`src/rtl/if_id_stage_reg_pkg.sv`:
```
// Shared definitions for the IF/ID pipeline register: default widths,
// the bubble instruction word and the stage-register control encoding.
package if_id_stage_reg_pkg;

    localparam int          DATA_W_DEF    = 32;
    localparam int          CNT_W_DEF     = 16;
    localparam logic [31:0] NOP_INSTR_DEF = 32'h0000_0000;

    // Prioritised action the stage register takes at the next edge.
    typedef enum logic [1:0] {
        CTL_LOAD   = 2'd0,
        CTL_HOLD   = 2'd1,
        CTL_BUBBLE = 2'd2
    } stage_ctl_t;

    // Flush beats freeze: a held wrong-path instruction must still die.
    function automatic stage_ctl_t decode_ctl(input logic flush, input logic freeze);
        if (flush) begin
            return CTL_BUBBLE;
        end else if (freeze) begin
            return CTL_HOLD;
        end
        return CTL_LOAD;
    endfunction

endpackage

```
`src/rtl/if_id_stage_reg_sat_counter.sv`:
```
// Saturating up-counter: counts inc pulses and sticks at all-ones.
module sat_counter #(
    parameter int CNT_W = 16
) (
    input  logic             clk,
    input  logic             rst,
    input  logic             inc,
    output logic [CNT_W-1:0] count
);

    // Increment on request unless already at the maximum value.
    always_ff @(posedge clk or posedge rst) begin
        if (rst) begin
            count <= '0;
        end else if (inc && (count != {CNT_W{1'b1}})) begin
            count <= count + 1'b1;
        end
    end

endmodule

```
`src/rtl/if_id_stage_reg.sv`:
```
// IF/ID pipeline register with freeze (hold), flush (bubble) and
// saturating hazard-activity counters. All outputs are registered.
module if_id_stage_reg
    import if_id_stage_reg_pkg::*;
#(
    parameter int          DATA_W    = DATA_W_DEF,
    parameter logic [DATA_W-1:0] NOP_INSTR = NOP_INSTR_DEF[DATA_W-1:0],
    parameter int          CNT_W     = CNT_W_DEF
) (
    input  logic              clk,
    input  logic              rst,
    input  logic              freeze,
    input  logic              flush,
    input  logic              valid_in,
    input  logic [DATA_W-1:0] pc_in,
    input  logic [DATA_W-1:0] instruction_in,
    output logic [DATA_W-1:0] pc_out,
    output logic [DATA_W-1:0] instruction_out,
    output logic              valid_out,
    output logic [CNT_W-1:0]  stall_count,
    output logic [CNT_W-1:0]  flush_count
);

    stage_ctl_t ctl;
    logic       stall_inc;
    logic       flush_inc;

    // Resolve the control inputs into one action; counters only see
    // activity that affects a real (valid) entry.
    always_comb begin
        ctl       = decode_ctl(flush, freeze);
        stall_inc = (ctl == CTL_HOLD)   && valid_out;
        flush_inc = (ctl == CTL_BUBBLE) && valid_out;
    end

    // Stage register: load, hold, or replace with a bubble.
    always_ff @(posedge clk or posedge rst) begin
        if (rst) begin
            pc_out          <= '0;
            instruction_out <= NOP_INSTR;
            valid_out       <= 1'b0;
        end else begin
            case (ctl)
                CTL_BUBBLE: begin
                    pc_out          <= '0;
                    instruction_out <= NOP_INSTR;
                    valid_out       <= 1'b0;
                end
                CTL_HOLD: begin
                    pc_out          <= pc_out;
                    instruction_out <= instruction_out;
                    valid_out       <= valid_out;
                end
                default: begin
                    pc_out          <= pc_in;
                    instruction_out <= valid_in ? instruction_in : NOP_INSTR;
                    valid_out       <= valid_in;
                end
            endcase
        end
    end

    sat_counter #(.CNT_W(CNT_W)) u_stall_cnt (
        .clk   (clk),
        .rst   (rst),
        .inc   (stall_inc),
        .count (stall_count)
    );

    sat_counter #(.CNT_W(CNT_W)) u_flush_cnt (
        .clk   (clk),
        .rst   (rst),
        .inc   (flush_inc),
        .count (flush_count)
    );

endmodule

```
`config.mk`:
```
export PLATFORM = sky130hd
export DESIGN_NAME = if_id_stage_reg
export DESIGN_NICKNAME = d
export VERILOG_FILES = /design/src/rtl/if_id_stage_reg_pkg.sv /design/src/rtl/if_id_stage_reg_sat_counter.sv /design/src/rtl/if_id_stage_reg.sv
export SDC_FILE = /design/constraint.sdc
export NUM_CORES = 1
export LEC_CHECK = 0
export BUFFER_PORTS_ARGS = -buffer_cell sky130_fd_sc_hd__buf_2
export CORE_UTILIZATION = 43
export DETAILED_ROUTE_END_ITERATION = 10
export HOLD_SLACK_MARGIN = 0.1
export PLACE_DENSITY = 0.8
export SYNTH_ARGS = -nofsm -noshare
export SYNTH_HDL_FRONTEND = slang
export SYNTH_SLANG_ARGS = --single-unit
```
`constraint.sdc`:
```
create_clock -name clk -period 2.3 [get_ports clk]
set_input_delay 0 -clock clk [delete_from_list [all_inputs] [get_ports clk]]
set_output_delay 0 -clock clk [all_outputs]
set_load 0.01 [all_outputs]
```
* Yosys cells after proc, flatten, opt, wreduce, memory -nomap -nowiden *
Index checks and enable logic that the tools add are counted.

word-level totals
  flip-flop bits (word level) = 97
  bits of input ports = 69

cells by class
  add/subtract/negate cells = 2
  eq/ne operators = 4
  muxes and demuxes = 9
  reduce and logical (&&, ||, !) cells = 4

operator list
  kind                                                              count
  32-bit case mux with 2 select lines                               2
  16-bit by 1-bit adder with 16-bit output (second input constant)  2
  32-bit 2-to-1 mux                                                 1
  16-bit != test (second input constant)                            2
  2-bit 2-to-1 mux                                                  3
  1-bit logical AND                                                 4
  2-bit by 1-bit == test with 1-bit output (second input constant)  1
  2-bit == test (second input constant)                             1
  1-bit 2-to-1 mux                                                  2
  1-bit case mux with 2 select lines                                1

* Longest topological paths before layout *
Gate-level depths: netlist (run 1).

  depth after elaboration = 6
  mapped depth = 5

* Hierarchy *
From an unflattened synthesis (run 1), not the netlist that was laid out.

second synthesis, totals
  cells, all modules = 357
  area, all modules = 4259.1 sq um

modules (own cells, without submodules)
  module           times used  cells an instance  area an instance (sq um)
  if_id_stage_reg  1           215                2647.5
  sat_counter      2           71                 805.8

* Least setup slack after synthesis (run 1) *
OpenSTA, ideal clock, no wires.

  kind = register to register
  start point = reg u_flush_cnt.count[0]
  end point = reg u_flush_cnt.count[1]
  library setup time = 0.125 ns
  arrival time = 1.696 ns
  setup slack = 0.479 ns
  stages on the path, launching flop included = 6
  path buffers = 0
  clock period less this slack = 1.821 ns
  path through = dfrtp_1 > ha_1 > nand3_1 > nor4_1 > nor2_1 > mux2_2

between the ends
  word-level cells in the longest chain between the ends = 2
  elaborated cells between the ends (all ways) = 3
  those cells by class = 1 x add/sub; 1 x eq/ne; 1 x reduce/logical

RTL lines
  what                                                                              RTL line                           text
  from (decl)                                                                       if_id_stage_reg_sat_counter.sv:8   output logic [CNT_W-1:0] count
  from (signal assigned)                                                            if_id_stage_reg_sat_counter.sv:16  count <= count + 1'b1;
  branches (longest 2 deep; another with 16-bit by 1-bit adder with 16-bit output)  n/a

Several ways; the timed one is not identified.
A chain may end at the register's enable or synchronous reset.

* Final worst setup path (run 1) *
  start point = reg u_stall_cnt.count[4]
  end point = reg u_stall_cnt.count[1]

between the ends
  word-level cells in the longest chain between the ends = 2

RTL lines
  what                    RTL line                           text
  from (decl)             if_id_stage_reg_sat_counter.sv:8
  from (signal assigned)  if_id_stage_reg_sat_counter.sv:16
  16-bit != test          if_id_stage_reg_sat_counter.sv:15  end else if (inc && (count != {CNT_W{1'b1}})) begin
  1-bit logical AND       if_id_stage_reg_sat_counter.sv:15

No other way between the ends.

==> impl_results.html, run 1 <==
<table>
<tr><th>Metric</th><th>Value</th></tr>
<tr><th colspan="2">Run status</th></tr>
<tr><td>Outcome</td><td>completed</td></tr>
<tr><th colspan="2">CTS</th></tr>
<tr><td>Largest buffer count on any clock path</td><td>2</td></tr>
<tr><td>Number of clock buffers inserted by TritonCTS</td><td>9</td></tr>
<tr><td>Post-CTS clock slew at the launch and capture registers of the worst setup and hold paths</td><td>roughly 0.1 ns</td></tr>
<tr><td>Total clock sinks</td><td>97</td></tr>
<tr><td>Clock latency of the later-clocked register in the worst-skew pair</td><td>between 0.3 and 0.4 ns</td></tr>
<tr><td>TritonCTS clock tree</td><td>built</td></tr>
<tr><td>H-tree depth</td><td>3</td></tr>
<tr><td>Clock tree root driver cell</td><td>sky130_fd_sc_hd__clkbuf_8</td></tr>
<tr><td>Buffers inserted by post-CTS timing repair</td><td>0</td></tr>
<tr><th colspan="2">Floorplanning</th></tr>
<tr><td>Core area</td><td>between 9000 and 10,000 um^2</td></tr>
<tr><td>Die H</td><td>between 90 and 100 um</td></tr>
<tr><td>Number of core rows</td><td>35</td></tr>
<tr><td>Chip Width</td><td>~99 um</td></tr>
<tr><td>Effective utilization at floorplan</td><td>44.1%</td></tr>
<tr><td># IOs</td><td>roughly 170</td></tr>
<tr><td>Die footprint</td><td>9820 um^2</td></tr>
<tr><th colspan="2">Logic synthesis</th></tr>
<tr><td>Share of synthesized area spent on multiplexers</td><td>under 10%</td></tr>
<tr><td>Simple logic cell fraction of the synthesized area</td><td>between 10% and 20%</td></tr>
<tr><td>Synth Net Count</td><td>400</td></tr>
<tr><td>Portion of synthesized cell area occupied by the leading cell type</td><td>59.9%</td></tr>
<tr><td>Register bit total from synthesis</td><td>97</td></tr>
<tr><td>Post-synthesis compound-gate area fraction</td><td>10.6%</td></tr>
<tr><td>Share of flip-flops with an asynchronous set or reset after synthesis</td><td>between 90% and 100%</td></tr>
<tr><td>Biggest area consumer among synthesized cells</td><td>sky130_fd_sc_hd__dfrtp_1</td></tr>
<tr><td>Number of synthesized flops with an enable pin</td><td>0</td></tr>
<tr><td>Main combinational cell family by area after synthesis</td><td>simple AND/OR/NAND/NOR gates</td></tr>
<tr><td>Synthesized area per cell</td><td>between 10 and 15 um^2</td></tr>
<tr><td>Xor and xnor area share after synthesis</td><td>4.10%</td></tr>
<tr><td>Number of distinct library cells after synthesis</td><td>41</td></tr>
<tr><td>Most instantiated library cell after synthesis</td><td>sky130_fd_sc_hd__dfrtp_1</td></tr>
<tr><td>Commonest register cell after synthesis</td><td>sky130_fd_sc_hd__dfrtp_1</td></tr>
<tr><td>Netlist Area Pre-Place</td><td>between 4000 and 5000 um^2</td></tr>
<tr><td>Warnings from Yosys</td><td>0</td></tr>
<tr><td>Top post-synthesis cells by count</td><td>sky130_fd_sc_hd__dfrtp_1 (97), sky130_fd_sc_hd__nor2_1 (39), sky130_fd_sc_hd__a22o_1 (32), sky130_fd_sc_hd__mux2i_1 (32)</td></tr>
<tr><td>Seq/Total Area, Yosys</td><td>roughly three fifths</td></tr>
<tr><td>Gate count of the mapped netlist</td><td>329</td></tr>
<tr><td>Cell types with the largest area share after synthesis</td><td>sky130_fd_sc_hd__dfrtp_1 (60%), sky130_fd_sc_hd__mux2i_1 (7.9%), sky130_fd_sc_hd__a22o_1 (6.9%)</td></tr>
<tr><td>Post-synthesis adder-cell area fraction</td><td>0.617%</td></tr>
<tr><th colspan="2">Finish</th></tr>
<tr><td>Fin nets</td><td>roughly 630</td></tr>
<tr><td>Share of final-layout standard cells stronger than drive strength 1</td><td>between 30% and 40%</td></tr>
<tr><td>Footprint of the multi-input gates</td><td>1550 um^2</td></tr>
<tr><td>Antenna fix cells</td><td>0</td></tr>
<tr><td>Post-route cell area</td><td>5860 um^2</td></tr>
<tr><td>Post-Layout Cell Count</td><td>674</td></tr>
<tr><td>Final core utilization</td><td>between 60% and 70%</td></tr>
<tr><td>Filler Cell Count</td><td>around 670</td></tr>
<tr><td>Signed area change from the synthesized netlist to the final layout</td><td>44.4%</td></tr>
<tr><td>Storage cell area</td><td>~2400 um^2</td></tr>
<tr><th colspan="2">Hold path</th></tr>
<tr><td>Instance count along the most critical hold path</td><td>3</td></tr>
<tr><td>Class of the tightest hold or removal check</td><td>input port to flop</td></tr>
<tr><td>Min-Delay Startpoint</td><td>valid_in</td></tr>
<tr><td>Endpoint with the worst hold slack</td><td>instruction_out[31]$_DFFE_PP0P_</td></tr>
<tr><th colspan="2">Timing</th></tr>
<tr><td>Shortest clock period the worst path allows after layout</td><td>roughly 1.9 ns</td></tr>
<tr><td>Pins Over Slew Limit</td><td>0</td></tr>
<tr><td>Unrepaired setup endpoints after global routing</td><td>no</td></tr>
<tr><td>Share of the clock period used by the worst path after layout</td><td>83.7%</td></tr>
<tr><td>Number of endpoints with negative hold slack in the final report</td><td>0</td></tr>
<tr><td>Slew at the pin closest to its max-slew limit</td><td>0.740 ns</td></tr>
<tr><td>Max Fclk</td><td>0.519 GHz</td></tr>
<tr><td>Setup-violating endpoint count in the final report</td><td>0</td></tr>
<tr><td>Setup TNS Final</td><td>0 ns</td></tr>
<tr><td>Worst slew margin</td><td>roughly 50%</td></tr>
<tr><td>Final Skew</td><td>just under 0.01 ns</td></tr>
<tr><th colspan="2">Global routing</th></tr>
<tr><td>GRT overflow</td><td>0</td></tr>
<tr><td>Largest net degree at the start of global routing</td><td>65</td></tr>
<tr><td>Antenna violations before repair</td><td>0</td></tr>
<tr><td>Vias in the first global route</td><td>roughly 3.5k</td></tr>
<tr><td>Global-route wire length before repair</td><td>~17,000 um</td></tr>
<tr><td>Overall Global Routing Usage</td><td>21.9%</td></tr>
<tr><th colspan="2">Route</th></tr>
<tr><td>Routed Wire Length</td><td>between 10,000 and 15,000 um</td></tr>
<tr><td>Number of vias after detailed routing</td><td>about 3.5k</td></tr>
<tr><td>Detailed-router iteration count before antenna repair</td><td>4</td></tr>
<tr><td>Via/cell ratio</td><td>5.23</td></tr>
<tr><td>Number of routed nets with antenna violations</td><td>0</td></tr>
<tr><td>Total DRC errors in the routed layout</td><td>0</td></tr>
<tr><td>Average wire per cell in the routed design</td><td>approximately 16 um</td></tr>
<tr><td>Violation count after the first detailed-route iteration</td><td>a little over 80</td></tr>
<tr><th colspan="2">Critical path</th></tr>
<tr><td>Worst R2R Start</td><td>u_stall_cnt.count[4]$_DFFE_PP0P_</td></tr>
<tr><td>Cell depth of the worst flop-to-flop path</td><td>4</td></tr>
<tr><td>Crit end category</td><td>flop</td></tr>
<tr><td>Type of the worst setup path</td><td>flop to flop</td></tr>
<tr><td>Required time of the worst setup path</td><td>between 2 and 3 ns</td></tr>
<tr><td>Data arrival time at the worst-slack endpoint</td><td>between 2 and 2.5 ns</td></tr>
<tr><td>Slack of the worst reg-to-reg path</td><td>0.37 ns</td></tr>
<tr><td>Worst setup SP type</td><td>flop</td></tr>
<tr><td>Crit path max fanout</td><td>8</td></tr>
<tr><td>Worst R2R End</td><td>u_stall_cnt.count[1]$_DFFE_PP0P_</td></tr>
<tr><th colspan="2">Power and ir drop</th></tr>
<tr><td>Worst ir drop on vdd</td><td>approximately 0.31 mV</td></tr>
<tr><td>Static leakage power</td><td>3.16 nW</td></tr>
<tr><td>P per Cell Area</td><td>608 nW/um^2</td></tr>
<tr><th colspan="2">Placement</th></tr>
<tr><td>Port Buffer Count</td><td>165</td></tr>
<tr><td>Final weighted congestion in routability-driven placement</td><td>between 0.8 and 0.9</td></tr>
<tr><td>HPWL Detailed</td><td>6660 um</td></tr>
<tr><td>Placed Instance Area</td><td>between 5000 and 6000 um^2</td></tr>
<tr><td>Placed Cells incl. Taps</td><td>about 590</td></tr>
<tr><th colspan="2">Flow run</th></tr>
<tr><td>Max cap viols</td><td>0</td></tr>
</table>
-- metrics by stage --
stage | hold slack, ns | setup slack, ns | total power [mW]
global route | 0.150 | 0.268 | 3.75
global placement | 0.150 | 0.598 | 2.44
finish | 0.165 | 0.375 | 3.56
detailed placement | 0.161 | 0.456 | 2.48
floorplan | 0.133 | 0.479 | 2.22
CTS | 0.129 | 0.406 | 3.58
-- sequential cells by signal, indices dropped and copies added, names as in the netlist --
signal and count:
valid_out 1, u_flush_cnt.count 16, instruction_out 32, pc_out 32
u_stall_cnt.count 16
-- power by group --
part / internal, mW / switching (mW) / total [mW]
logic: 0.306 / 0.292 / 0.598
clock network: 0.432 / 0.596 / 1.03
registers: 1.82 / 0.119 / 1.94
-- cell type report --
type | count | share of cell area (%)
timing repair buffer | 235 | 26.3
sequential | 97 | 41.5
inverter | 4 | 0.321
tap | 111 | 2.37
clock inverter | 5 | 0.662
clock buffer | 11 | 2.41
multi-input combinational | 211 | 26.5
-- cell families (layout without fill, tap and decap cells) --
family	Yosys count	after routing
mux	36	36
flops	97	97
fa+ha+maj	2	2
simple gates	101	101
buf+inv	21	255
compound gates	53	53
xor+xnor	19	19
-- critical path, cell delays in order, from the launching register on --
cell and delay, ns:
sky130_fd_sc_hd__dfrtp_1 0.52, sky130_fd_sc_hd__nand4_4 0.16, sky130_fd_sc_hd__nor4_1 0.66, sky130_fd_sc_hd__nor2_1 0.15, sky130_fd_sc_hd__mux2_2 0.31
-- what timing repair did --
action | 4_1_cts | 5_1_grt
hold endpoints to repair | 97 | 0
resized for setup | 0 | 0
hold buffers | 65 | 0
-- placed cells by master (no fill, tap or decap), drive strengths merged, types with 2 or more instances in the layout --
master       count
clkinv           2
nand3           10
clkinvlp         2
a31oi            6
nand4           11
and3             5
nor2            39
or4              2
mux2i           32
xor2            10
a21oi            6
dfrtp           97
mux2             4
buf            170
nor3b            3
clkbuf          11
nor2b            2
o2111a           2
nand2           10
and4b            2
dlygate4sd3     65
nand3b           3
and4             2
inv              5
xnor2            9
nor3             5
a22o            32
nor4             5
ha               2
-- per-layer routing --
metal  track usage (%)  vias to the layer above  wire (um)
li1                  -                     1657          -
met1              26.5                     1691       4420
met2              37.1                      152       5200
met3              5.69                       25        629
met4              9.62                        0        261
met5                 0                        -          0
-- worst max path at each step --
stage                                                start                                end  slack, ns  cells past startpoint
after CTS                 u_stall_cnt.count[4]$_DFFE_PP0P_   u_stall_cnt.count[1]$_DFFE_PP0P_       0.41                      4
after detailed placement  u_stall_cnt.count[4]$_DFFE_PP0P_   u_stall_cnt.count[1]$_DFFE_PP0P_       0.46                      4
final                     u_stall_cnt.count[4]$_DFFE_PP0P_   u_stall_cnt.count[1]$_DFFE_PP0P_       0.37                      4
after floorplan           u_flush_cnt.count[0]$_DFFE_PP0P_   u_flush_cnt.count[1]$_DFFE_PP0P_       0.48                      5
after global placement                              freeze  u_stall_cnt.count[15]$_DFFE_PP0P_       0.60                      5
after global routing      u_stall_cnt.count[4]$_DFFE_PP0P_   u_stall_cnt.count[1]$_DFFE_PP0P_       0.27                      4
(Power assumes the default switching activity.)
==> run 2: changes to the inputs <==
--- a/config.mk
+++ b/config.mk
@@ -5,11 +5,12 @@
 export SDC_FILE = /design/constraint.sdc
 export NUM_CORES = 1
 export LEC_CHECK = 0
+export ABC_AREA = 1
 export BUFFER_PORTS_ARGS = -buffer_cell sky130_fd_sc_hd__buf_2
-export CORE_UTILIZATION = 43
+export CORE_UTILIZATION = 50
 export DETAILED_ROUTE_END_ITERATION = 10
 export HOLD_SLACK_MARGIN = 0.1
-export PLACE_DENSITY = 0.8
+export PLACE_DENSITY = 0.86
 export SYNTH_ARGS = -nofsm -noshare
 export SYNTH_HDL_FRONTEND = slang
 export SYNTH_SLANG_ARGS = --single-unit
==> constraint.sdc (replaced) <==
create_clock -name clk -period 1.8 [get_ports clk]
set_input_delay 0 -clock clk [delete_from_list [all_inputs] [get_ports clk]]
set_output_delay 0 -clock clk [all_outputs]
set_load 0.01 [all_outputs]
==> run 2 against run 1 <==
Net effect:
- the flow now finishes with violations (design-rule violations)
- fmax increased by 20%
- highest routed layer unchanged
- global-route usage up 8.6 points
- hold slack better by 0.020 ns
- via count is 40% higher
- largest power group unchanged
==> impl_results.html, run 2 <==
<table>
<tr><th>Metric</th><th>Value</th></tr>
<tr><th colspan="2">CTS</th></tr>
<tr><td>TritonCTS clock tree</td><td>built</td></tr>
<tr><td>Total clock sinks</td><td>between 90 and 100</td></tr>
<tr><td>Post-CTS clock slew at the launch and capture registers of the worst setup and hold paths</td><td>0.10 ns</td></tr>
<tr><td>Clock latency of the later-clocked register in the worst-skew pair</td><td>0.36 ns</td></tr>
<tr><td>Clock tree root driver cell</td><td>sky130_fd_sc_hd__clkbuf_8</td></tr>
<tr><td>Buffers inserted by post-CTS timing repair</td><td>0</td></tr>
<tr><td>H-tree depth</td><td>3</td></tr>
<tr><td>Number of clock buffers inserted by TritonCTS</td><td>9</td></tr>
<tr><td>Largest buffer count on any clock path</td><td>2</td></tr>
<tr><th colspan="2">Logic synthesis</th></tr>
<tr><td>Number of distinct library cells after synthesis</td><td>21</td></tr>
<tr><td>Synthesized area per cell</td><td>~7.9 um^2</td></tr>
<tr><td>Gate count of the mapped netlist</td><td>579</td></tr>
<tr><td>Most instantiated library cell after synthesis</td><td>sky130_fd_sc_hd__nand2_1</td></tr>
<tr><td>Top post-synthesis cells by count</td><td>sky130_fd_sc_hd__nand2_1 (236), sky130_fd_sc_hd__nand3_1 (113), sky130_fd_sc_hd__dfrtp_1 (97), sky130_fd_sc_hd__nor2_1 (32), sky130_fd_sc_hd__inv_1 (25)</td></tr>
<tr><td>Biggest area consumer among synthesized cells</td><td>sky130_fd_sc_hd__dfrtp_1</td></tr>
<tr><td>Seq/Total Area, Yosys</td><td>53.0%</td></tr>
<tr><td>Share of flip-flops with an asynchronous set or reset after synthesis</td><td>100%</td></tr>
<tr><td>Number of synthesized flops with an enable pin</td><td>0</td></tr>
<tr><td>Register bit total from synthesis</td><td>between 90 and 100</td></tr>
<tr><td>Synth Net Count</td><td>650</td></tr>
<tr><td>Cell types with the largest area share after synthesis</td><td>sky130_fd_sc_hd__dfrtp_1 (53%), sky130_fd_sc_hd__nand2_1 (19%), sky130_fd_sc_hd__nand3_1 (12%)</td></tr>
<tr><td>Netlist Area Pre-Place</td><td>between 4000 and 5000 um^2</td></tr>
<tr><td>Commonest register cell after synthesis</td><td>sky130_fd_sc_hd__dfrtp_1</td></tr>
<tr><td>Portion of synthesized cell area occupied by the leading cell type</td><td>between 50% and 60%</td></tr>
<tr><td>Warnings from Yosys</td><td>0</td></tr>
<tr><th colspan="2">Placement</th></tr>
<tr><td>Port Buffer Count</td><td>about 170</td></tr>
<tr><td>Placed Cells incl. Taps</td><td>between 800 and 900</td></tr>
<tr><td>Final weighted congestion in routability-driven placement</td><td>~0.85</td></tr>
<tr><td>HPWL Detailed</td><td>7900 um</td></tr>
<tr><th colspan="2">Finish</th></tr>
<tr><td>Most common library cell in the layout ignoring fill and taps</td><td>sky130_fd_sc_hd__nand2_1</td></tr>
<tr><td>Footprint of the multi-input gates</td><td>a little under 2000 um^2</td></tr>
<tr><td>Final core utilization</td><td>slightly above 70%</td></tr>
<tr><td>Filler Cell Count</td><td>approximately 620</td></tr>
<tr><td>Storage cell area</td><td>roughly 2400 um^2</td></tr>
<tr><td>Fin nets</td><td>between 800 and 900</td></tr>
<tr><td>Most frequent cells in the layout</td><td>sky130_fd_sc_hd__nand2_1 (236), sky130_fd_sc_hd__buf_2 (165), sky130_fd_sc_hd__nand3_1 (113)</td></tr>
<tr><td>Antenna fix cells</td><td>0</td></tr>
<tr><td>Registers with the most flip-flops</td><td>instruction_out: 32 flops, pc_out: 32 flops</td></tr>
<tr><td>Share of final-layout standard cells stronger than drive strength 1</td><td>approximately a quarter</td></tr>
<tr><td>Signed area change from the synthesized netlist to the final layout</td><td>38.9%</td></tr>
<tr><td>Post-Layout Cell Count</td><td>just over 900</td></tr>
<tr><th colspan="2">Timing</th></tr>
<tr><td>Number of endpoints with negative hold slack in the final report</td><td>0</td></tr>
<tr><td>Shortest clock period the worst path allows after layout</td><td>roughly 1.6 ns</td></tr>
<tr><td>Setup TNS Final</td><td>0 ns</td></tr>
<tr><td>Setup-violating endpoint count in the final report</td><td>0</td></tr>
<tr><td>Share of the clock period used by the worst path after layout</td><td>between 80% and 90%</td></tr>
<tr><td>Worst slew margin</td><td>between 50% and 60%</td></tr>
<tr><td>Final Skew</td><td>between 0.01 and 0.015 ns</td></tr>
<tr><td>Slew at the pin closest to its max-slew limit</td><td>roughly 0.7 ns</td></tr>
<tr><td>Hold Worst Slack</td><td>0.185 ns</td></tr>
<tr><td>Pins Over Slew Limit</td><td>0</td></tr>
<tr><td>Max Fclk</td><td>just over 0.6 GHz</td></tr>
<tr><th colspan="2">Route</th></tr>
<tr><td>Number of routed nets with antenna violations</td><td>0</td></tr>
<tr><td>Total DRC errors in the routed layout</td><td>8</td></tr>
<tr><td>Detailed-router iteration count before antenna repair</td><td>8</td></tr>
<tr><td>Routed Wire Length</td><td>14,300 um</td></tr>
<tr><td>Average wire per cell in the routed design</td><td>15.7 um</td></tr>
<tr><td>Via/cell ratio</td><td>approximately 5.4</td></tr>
<tr><td>Number of vias after detailed routing</td><td>approximately 5k</td></tr>
<tr><td>Violation count after the first detailed-route iteration</td><td>~230</td></tr>
<tr><th colspan="2">Critical path</th></tr>
<tr><td>Worst setup SP type</td><td>flop</td></tr>
<tr><td>Required time of the worst setup path</td><td>~2.1 ns</td></tr>
<tr><td>Cell with the biggest individual delay on the critical path</td><td>sky130_fd_sc_hd__dfrtp_1</td></tr>
<tr><td>Cells along the critical path</td><td>ha_1 &gt; nand3_1 &gt; inv_1 &gt; nand4_4 &gt; nand2_2 &gt; nand2_1 &gt; nand2_1</td></tr>
<tr><td>Stage delay of the slowest cell on the critical path</td><td>roughly 0.45 ns</td></tr>
<tr><td>Crit end category</td><td>flop</td></tr>
<tr><td>Worst path bufs/invs</td><td>1</td></tr>
<tr><td>Cell mode on critical path</td><td>sky130_fd_sc_hd__nand2_1</td></tr>
<tr><td>Kind of cell adding the most delay to the critical path</td><td>simple AND/OR/NAND/NOR gates</td></tr>
<tr><td>Crit path max fanout</td><td>11</td></tr>
<tr><td>Data arrival time at the worst-slack endpoint</td><td>around 1.9 ns</td></tr>
<tr><td>Type of the worst setup path</td><td>flop to flop</td></tr>
<tr><th colspan="2">Floorplanning</th></tr>
<tr><td>Die H</td><td>around 100 um</td></tr>
<tr><td>Effective utilization at floorplan</td><td>between 50 and 60%</td></tr>
<tr><td>Number of core rows</td><td>34</td></tr>
<tr><td># IOs</td><td>roughly 170</td></tr>
<tr><td>Die footprint</td><td>9550 um^2</td></tr>
<tr><td>Chip Width</td><td>approximately 100 um</td></tr>
<tr><td>Core area</td><td>between 8000 and 9000 um^2</td></tr>
<tr><th colspan="2">Global routing</th></tr>
<tr><td>Antenna violations before repair</td><td>0</td></tr>
<tr><td>Met3 usage in global routing</td><td>under 10%</td></tr>
<tr><td>Global Route met1 Usage</td><td>36.0%</td></tr>
<tr><td>GRT overflow</td><td>0</td></tr>
<tr><td>GR Layer Usage met2</td><td>~53%</td></tr>
<tr><td>Global-route wire length before repair</td><td>23,300 um</td></tr>
<tr><td>Overall Global Routing Usage</td><td>between 30% and 40%</td></tr>
<tr><td>Largest net degree at the start of global routing</td><td>between 60 and 70</td></tr>
<tr><td>GRT busiest layer</td><td>met2</td></tr>
<tr><td>Vias in the first global route</td><td>5,016</td></tr>
<tr><th colspan="2">Power and ir drop</th></tr>
<tr><td>Sum of internal, switching and leakage power</td><td>around 4.8 mW</td></tr>
<tr><td>Static leakage power</td><td>approximately 3.6 nW</td></tr>
<tr><td>P per Cell Area</td><td>761 nW/um^2</td></tr>
<tr><td>Worst ir drop on vdd</td><td>0.421 mV</td></tr>
<tr><th colspan="2">Hold path</th></tr>
<tr><td>Class of the tightest hold or removal check</td><td>input port to flop</td></tr>
<tr><th colspan="2">Run status</th></tr>
<tr><td>Failing checks</td><td>design-rule violations</td></tr>
<tr><td>Outcome</td><td>finished with violations</td></tr>
<tr><th colspan="2">Flow run</th></tr>
<tr><td>Max cap viols</td><td>0</td></tr>
</table>
[run 2: worst paths after layout]
path / slack, ns / end / startpoint / cells after the start
worst max-delay path: 0.19 / u_stall_cnt.count[9]$_DFFE_PP0P_ / u_stall_cnt.count[0]$_DFFE_PP0P_ / 7
worst min-delay path: 0.18 / valid_out$_DFFE_PP0P_ / valid_in / 3
worst max register to register: 0.19 / u_stall_cnt.count[9]$_DFFE_PP0P_ / u_stall_cnt.count[0]$_DFFE_PP0P_ / 7
worst min register to register: 0.51 / instruction_out[2]$_DFFE_PP0P_ / instruction_out[2]$_DFFE_PP0P_ / 2
max in group asynchronous: 0.98 / pc_out[30]$_DFFE_PP0P_ / rst / 4
min in group asynchronous: 0.38 / u_flush_cnt.count[5]$_DFFE_PP0P_ / rst / 4
[run 2: cell type report]
cell class | count | share of cell area, %
multi-input combinational | 427 | 30.5
timing repair buffer | 238 | 24.2
tap | 108 | 2.12
clock inverter | 6 | 1.42
inverter | 26 | 1.59
clock buffer | 10 | 2.00
sequential | 97 | 38.1
[run 2: cell families (layout without fill, tap and decap cells)]
family | count (synthesis) | count (layout) | synth area share, %
compound gates | 10 | 10 | 1.09
xor+xnor | 12 | 12 | 2.29
fa+ha+maj | 2 | 2 | 0.546
buf+inv | 55 | 280 | 4.91
flops | 97 | 97 | 53.0
simple gates | 403 | 403 | 38.2
[run 2: power breakdown]
| part | switching, mW | internal, mW |
|---|---|---|
| logic | 0.465 | 0.365 |
| clock network | 0.780 | 0.792 |
| registers | 0.135 | 2.31 |
| total | 1.38 | 3.47 |
[run 2: worst reg2reg max path, stage by stage, from the launching register on]
cell and delay [ns]:
sky130_fd_sc_hd__dfrtp_1 0.45, sky130_fd_sc_hd__ha_1 0.24, sky130_fd_sc_hd__nand3_1 0.16, sky130_fd_sc_hd__inv_1 0.18, sky130_fd_sc_hd__nand4_4 0.14, sky130_fd_sc_hd__nand2_2 0.22
sky130_fd_sc_hd__nand2_1 0.08, sky130_fd_sc_hd__nand2_1 0.08
[run 2: layer usage]
| metal | up-vias | part of all wire, % |
|---|---|---|
| li1 | 2283 | - |
| met1 | 2354 | 38 |
| met2 | 255 | 51 |
| met3 | 53 | 7.5 |
| met4 | 0 | 3.7 |
| met5 | - | 0 |
[run 2: stage by stage]
stage / setup slack (ns) / area [um^2]
final: 0.195 / 6370
after detailed placement: -0.00901 / 5470
after floorplan: 0.340 / 4590
after global placement: 0.0745 / 5470
after global routing: -0.00220 / 6370
after CTS: 0.196 / 6360
[run 2: timing repair]
action	in CTS	in global routing
hold buffers	67	0
pin swaps	0	0
setup endpoints to repair	11	1
endpoints found under the hold margin	162	0
resized for setup	1	1
==> run 3: changes to the inputs <==
--- a/config.mk
+++ b/config.mk
@@ -7,10 +7,12 @@
 export LEC_CHECK = 0
 export ABC_AREA = 1
 export BUFFER_PORTS_ARGS = -buffer_cell sky130_fd_sc_hd__buf_2
-export CORE_UTILIZATION = 50
+export CAP_MARGIN = 20
+export CORE_UTILIZATION = 51
+export CTS_BUF_LIST = sky130_fd_sc_hd__clkbuf_4
 export DETAILED_ROUTE_END_ITERATION = 10
 export HOLD_SLACK_MARGIN = 0.1
-export PLACE_DENSITY = 0.86
+export PLACE_DENSITY = 0.87
 export SYNTH_ARGS = -nofsm -noshare
 export SYNTH_HDL_FRONTEND = slang
 export SYNTH_SLANG_ARGS = --single-unit
==> run 3 against run 2 <==
Net effect:
- the flow now finishes without violations
- global-route usage increased by 4.3 points
- via count grew 6.2%
- non-clock buffer count grew 41
- hold slack lost 0.050 ns
- routed wire length increased by 11%
- sequential share of layout area decreased by 2.0 points
- final cell count grew 4.5%
- flip-flop and latch count stayed put
==> impl_results.html, run 3 (synthesis results as in run 2) <==
<table>
<tr><th>Metric</th><th>Value</th></tr>
<tr><th colspan="2">CTS</th></tr>
<tr><td>Clock tree root driver cell</td><td>sky130_fd_sc_hd__clkbuf_4</td></tr>
<tr><td>Largest buffer count on any clock path</td><td>2</td></tr>
<tr><td>TritonCTS clock tree</td><td>built</td></tr>
<tr><td>Number of clock buffers inserted by TritonCTS</td><td>9</td></tr>
<tr><td>H-tree depth</td><td>3</td></tr>
<tr><td>Total clock sinks</td><td>97</td></tr>
<tr><td>Buffers inserted by post-CTS timing repair</td><td>0</td></tr>
<tr><td>Clock latency of the later-clocked register in the worst-skew pair</td><td>0.43 ns</td></tr>
<tr><td>Post-CTS clock slew at the launch and capture registers of the worst setup and hold paths</td><td>0.16 ns</td></tr>
<tr><th colspan="2">Critical path</th></tr>
<tr><td>Slack of the worst reg-to-reg path</td><td>~0.085 ns</td></tr>
<tr><td>Start point of the critical path</td><td>valid_out$_DFFE_PP0P_</td></tr>
<tr><td>Kind of cell adding the most delay to the critical path</td><td>buffers and inverters</td></tr>
<tr><td>Cell depth of the worst flop-to-flop path</td><td>6</td></tr>
<tr><td>Data arrival time at the worst-slack endpoint</td><td>a little over 2 ns</td></tr>
<tr><td>End point of the critical path</td><td>u_flush_cnt.count[4]$_DFFE_PP0P_</td></tr>
<tr><td>Worst setup SP type</td><td>flop</td></tr>
<tr><td>Worst R2R End</td><td>u_flush_cnt.count[4]$_DFFE_PP0P_</td></tr>
<tr><td>Cell mode on critical path</td><td>sky130_fd_sc_hd__nand2_1</td></tr>
<tr><td>Cells along the critical path</td><td>nand2_1 &gt; dlygate4sd3_1 &gt; inv_1 &gt; nand4_1 &gt; o21ai_1 &gt; nand2_1</td></tr>
<tr><td>Worst path bufs/invs</td><td>2</td></tr>
<tr><td>Stage delay of the slowest cell on the critical path</td><td>slightly below 0.6 ns</td></tr>
<tr><td>Crit path max fanout</td><td>3</td></tr>
<tr><td>Crit end category</td><td>flop</td></tr>
<tr><td>Required time of the worst setup path</td><td>2.13 ns</td></tr>
<tr><td>Type of the worst setup path</td><td>flop to flop</td></tr>
<tr><td>Cell with the biggest individual delay on the critical path</td><td>sky130_fd_sc_hd__dlygate4sd3_1</td></tr>
<tr><td>Worst R2R Start</td><td>valid_out$_DFFE_PP0P_</td></tr>
<tr><td>Stages on the worst setup path</td><td>6</td></tr>
<tr><th colspan="2">Power and ir drop</th></tr>
<tr><td>Net switching power</td><td>around 1.4 mW</td></tr>
<tr><td>Clk pwr share</td><td>between 20% and 30%</td></tr>
<tr><td>Internal power contribution</td><td>3.16 mW</td></tr>
<tr><td>Worst ir drop on vdd</td><td>roughly 0.41 mV</td></tr>
<tr><td>Portion of total power attributed to sequential cells</td><td>between 50% and 60%</td></tr>
<tr><td>Sw Share</td><td>roughly 30%</td></tr>
<tr><td>Share of total power in combinational logic</td><td>between 10% and 20%</td></tr>
<tr><td>P per Cell Area</td><td>roughly 680 nW/um^2</td></tr>
<tr><td>Static leakage power</td><td>3.63 nW</td></tr>
<tr><th colspan="2">Route</th></tr>
<tr><td>Average wire per cell in the routed design</td><td>about 17 um</td></tr>
<tr><td>Violation count after the first detailed-route iteration</td><td>around 320</td></tr>
<tr><td>Routed Wire Length</td><td>15,900 um</td></tr>
<tr><td>Total DRC errors in the routed layout</td><td>0</td></tr>
<tr><td>Number of routed nets with antenna violations</td><td>0</td></tr>
<tr><td>Metal2 WL</td><td>8020 um</td></tr>
<tr><td>Detailed-router iteration count before antenna repair</td><td>5</td></tr>
<tr><td>Top layer in use</td><td>met5</td></tr>
<tr><td>Via/cell ratio</td><td>around 5.5</td></tr>
<tr><td>Number of vias after detailed routing</td><td>between 5k and 6k</td></tr>
<tr><td>Sum of routed wire segments on met1</td><td>slightly below 6000 um</td></tr>
<tr><td>Met3 layer wire length in the routed design</td><td>approximately 1300 um</td></tr>
<tr><th colspan="2">Finish</th></tr>
<tr><td>Storage cell area</td><td>~2400 um^2</td></tr>
<tr><td>Footprint of the multi-input gates</td><td>around 2000 um^2</td></tr>
<tr><td>Signed area change from the synthesized netlist to the final layout</td><td>46.5%</td></tr>
<tr><td>Post-Layout Cell Count</td><td>around 950</td></tr>
<tr><td>Antenna fix cells</td><td>0</td></tr>
<tr><td>Share of final-layout standard cells stronger than drive strength 1</td><td>a little under a quarter</td></tr>
<tr><td>Filler Cell Count</td><td>546</td></tr>
<tr><td>Post-route cell area</td><td>6720 um^2</td></tr>
<tr><td>Registers with the most flip-flops</td><td>instruction_out: 32 flops, pc_out: 32 flops</td></tr>
<tr><td>Most common library cell in the layout ignoring fill and taps</td><td>sky130_fd_sc_hd__nand2_1</td></tr>
<tr><td>Most frequent cells in the layout</td><td>sky130_fd_sc_hd__nand2_1 (236), sky130_fd_sc_hd__buf_2 (165), sky130_fd_sc_hd__nand3_1 (113)</td></tr>
<tr><td>Fin nets</td><td>911</td></tr>
<tr><th colspan="2">Placement</th></tr>
<tr><td>Placed Instance Area</td><td>5490 um^2</td></tr>
<tr><td>Port Buffer Count</td><td>between 150 and 200</td></tr>
<tr><td>Final weighted congestion in routability-driven placement</td><td>roughly 0.86</td></tr>
<tr><td>HPWL Detailed</td><td>8350 um</td></tr>
<tr><td>Placed Cells incl. Taps</td><td>829</td></tr>
<tr><th colspan="2">Timing</th></tr>
<tr><td>Setup TNS Final</td><td>0 ns</td></tr>
<tr><td>Max Fclk</td><td>a little under 0.6 GHz</td></tr>
<tr><td>Setup-violating endpoint count in the final report</td><td>0</td></tr>
<tr><td>Unrepaired setup endpoints after global routing</td><td>no</td></tr>
<tr><td>Shortest clock period the worst path allows after layout</td><td>between 1.5 and 2 ns</td></tr>
<tr><td>Number of endpoints with negative hold slack in the final report</td><td>0</td></tr>
<tr><td>Share of the clock period used by the worst path after layout</td><td>a little over nine tenths</td></tr>
<tr><td>Final Skew</td><td>about 0.03 ns</td></tr>
<tr><td>Hold Worst Slack</td><td>between 0.1 and 0.15 ns</td></tr>
<tr><td>Worst slew margin</td><td>55.3%</td></tr>
<tr><td>Slew at the pin closest to its max-slew limit</td><td>about 0.67 ns</td></tr>
<tr><td>Pins Over Slew Limit</td><td>0</td></tr>
<tr><th colspan="2">Global routing</th></tr>
<tr><td>Overall Global Routing Usage</td><td>between 30% and 40%</td></tr>
<tr><td>Largest net degree at the start of global routing</td><td>slightly below 100</td></tr>
<tr><td>Vias in the first global route</td><td>between 5k and 6k</td></tr>
<tr><td>GRT overflow</td><td>0</td></tr>
<tr><td>Antenna violations before repair</td><td>1</td></tr>
<tr><td>Global-route wire length before repair</td><td>between 20,000 and 30,000 um</td></tr>
<tr><th colspan="2">Run status</th></tr>
<tr><td>Outcome</td><td>completed</td></tr>
<tr><th colspan="2">Hold path</th></tr>
<tr><td>Min-Delay Startpoint</td><td>valid_in</td></tr>
<tr><td>Class of the tightest hold or removal check</td><td>input port to flop</td></tr>
<tr><th colspan="2">Floorplanning</th></tr>
<tr><td>Die footprint</td><td>between 9000 and 10,000 um^2</td></tr>
<tr><td>Effective utilization at floorplan</td><td>52.6%</td></tr>
<tr><td># IOs</td><td>about 170</td></tr>
<tr><td>Core area</td><td>a little under 9000 um^2</td></tr>
<tr><td>Chip Width</td><td>slightly below 100 um</td></tr>
<tr><td>Die H</td><td>between 90 and 100 um</td></tr>
<tr><td>Number of core rows</td><td>34</td></tr>
<tr><th colspan="2">Flow run</th></tr>
<tr><td>Max cap viols</td><td>0</td></tr>
</table>
[run 3: cell types whose count changed in the layout (fill, tap and decap cells not counted), moves of 2 or more]
cell and change:
sky130_fd_sc_hd__clkbuf_8 -9, sky130_fd_sc_hd__nor2_2 -2, sky130_fd_sc_hd__dlygate4sd3_1 +41, sky130_fd_sc_hd__clkinvlp_4 +2
sky130_fd_sc_hd__clkbuf_4 +10
[run 3: how the worst min path moves through the flow]
stage / slack, ns / depth (start not counted) / to
after floorplan: 0.11 / 2 / pc_out[0]$_DFFE_PP0P_
after global placement: 0.19 / 3 / u_stall_cnt.count[3]$_DFFE_PP0P_
after detailed placement: 0.19 / 3 / u_stall_cnt.count[3]$_DFFE_PP0P_
after CTS: 0.10 / 3 / instruction_out[4]$_DFFE_PP0P_
after global routing: 0.14 / 3 / instruction_out[5]$_DFFE_PP0P_
final: 0.13 / 3 / instruction_out[5]$_DFFE_PP0P_
[run 3: final cells by class]
type,instances,area share (%)
Timing Repair Buffer,279,29.3
Sequential cell,97,36.1
Clock buffer,10,1.12
Inverter,26,1.51
Clock inverter,6,0.988
Tap cell,108,2.01
Multi-Input combinational cell,427,29.0
[run 3: timing repair]
| item | CTS | global route |
|---|---|---|
| hold buffers | 108 | 0 |
| gates resized for setup | 1 | 2 |
| hold endpoints to repair | 172 | 0 |
| endpoints found under the setup margin | 11 | 8 |
| pin swaps | 0 | 0 |
[run 3: per-layer routing]
layer / global-route usage, % / vias to the layer above
met2: 58.9 / 334
met3: 6.72 / 70
li1: - / 2371
met4: 18.8 / 2
met1: 41.8 / 2473
met5: 0 / -
[run 3: power groups by stage]
stage / Combinational (mW) / Clock, mW / Sequential [mW]
after CTS: 0.860 / 1.22 / 2.44
after detailed placement: 0.701 / 0 / 2.48
after global placement: 0.683 / 0 / 2.47
after floorplan: 0.332 / 0 / 2.53
after global routing: 0.981 / 1.30 / 2.47
final: 0.899 / 1.21 / 2.45
[run 3: metrics by stage]
step / util (%) / setup WS (ns) / power, mW
5_1_grt: 77.0 / 0.00379 / 4.75
6_report: 77.0 / 0.0853 / 4.56
4_1_cts: 76.9 / 0.0594 / 4.52
3_3_place_gp: 62.9 / 0.0644 / 3.15
2_1_floorplan: - / 0.340 / 2.86
3_5_place_dp: 62.9 / -0.0368 / 3.18
[run 3: worst register-to-register path: stages (launching register included)]
cell                            delay [ns]
sky130_fd_sc_hd__dfrtp_1              0.40
sky130_fd_sc_hd__nand2_1              0.09
sky130_fd_sc_hd__dlygate4sd3_1        0.58
sky130_fd_sc_hd__inv_1                0.14
sky130_fd_sc_hd__nand4_1              0.13
sky130_fd_sc_hd__o21ai_1              0.20
sky130_fd_sc_hd__nand2_1              0.09
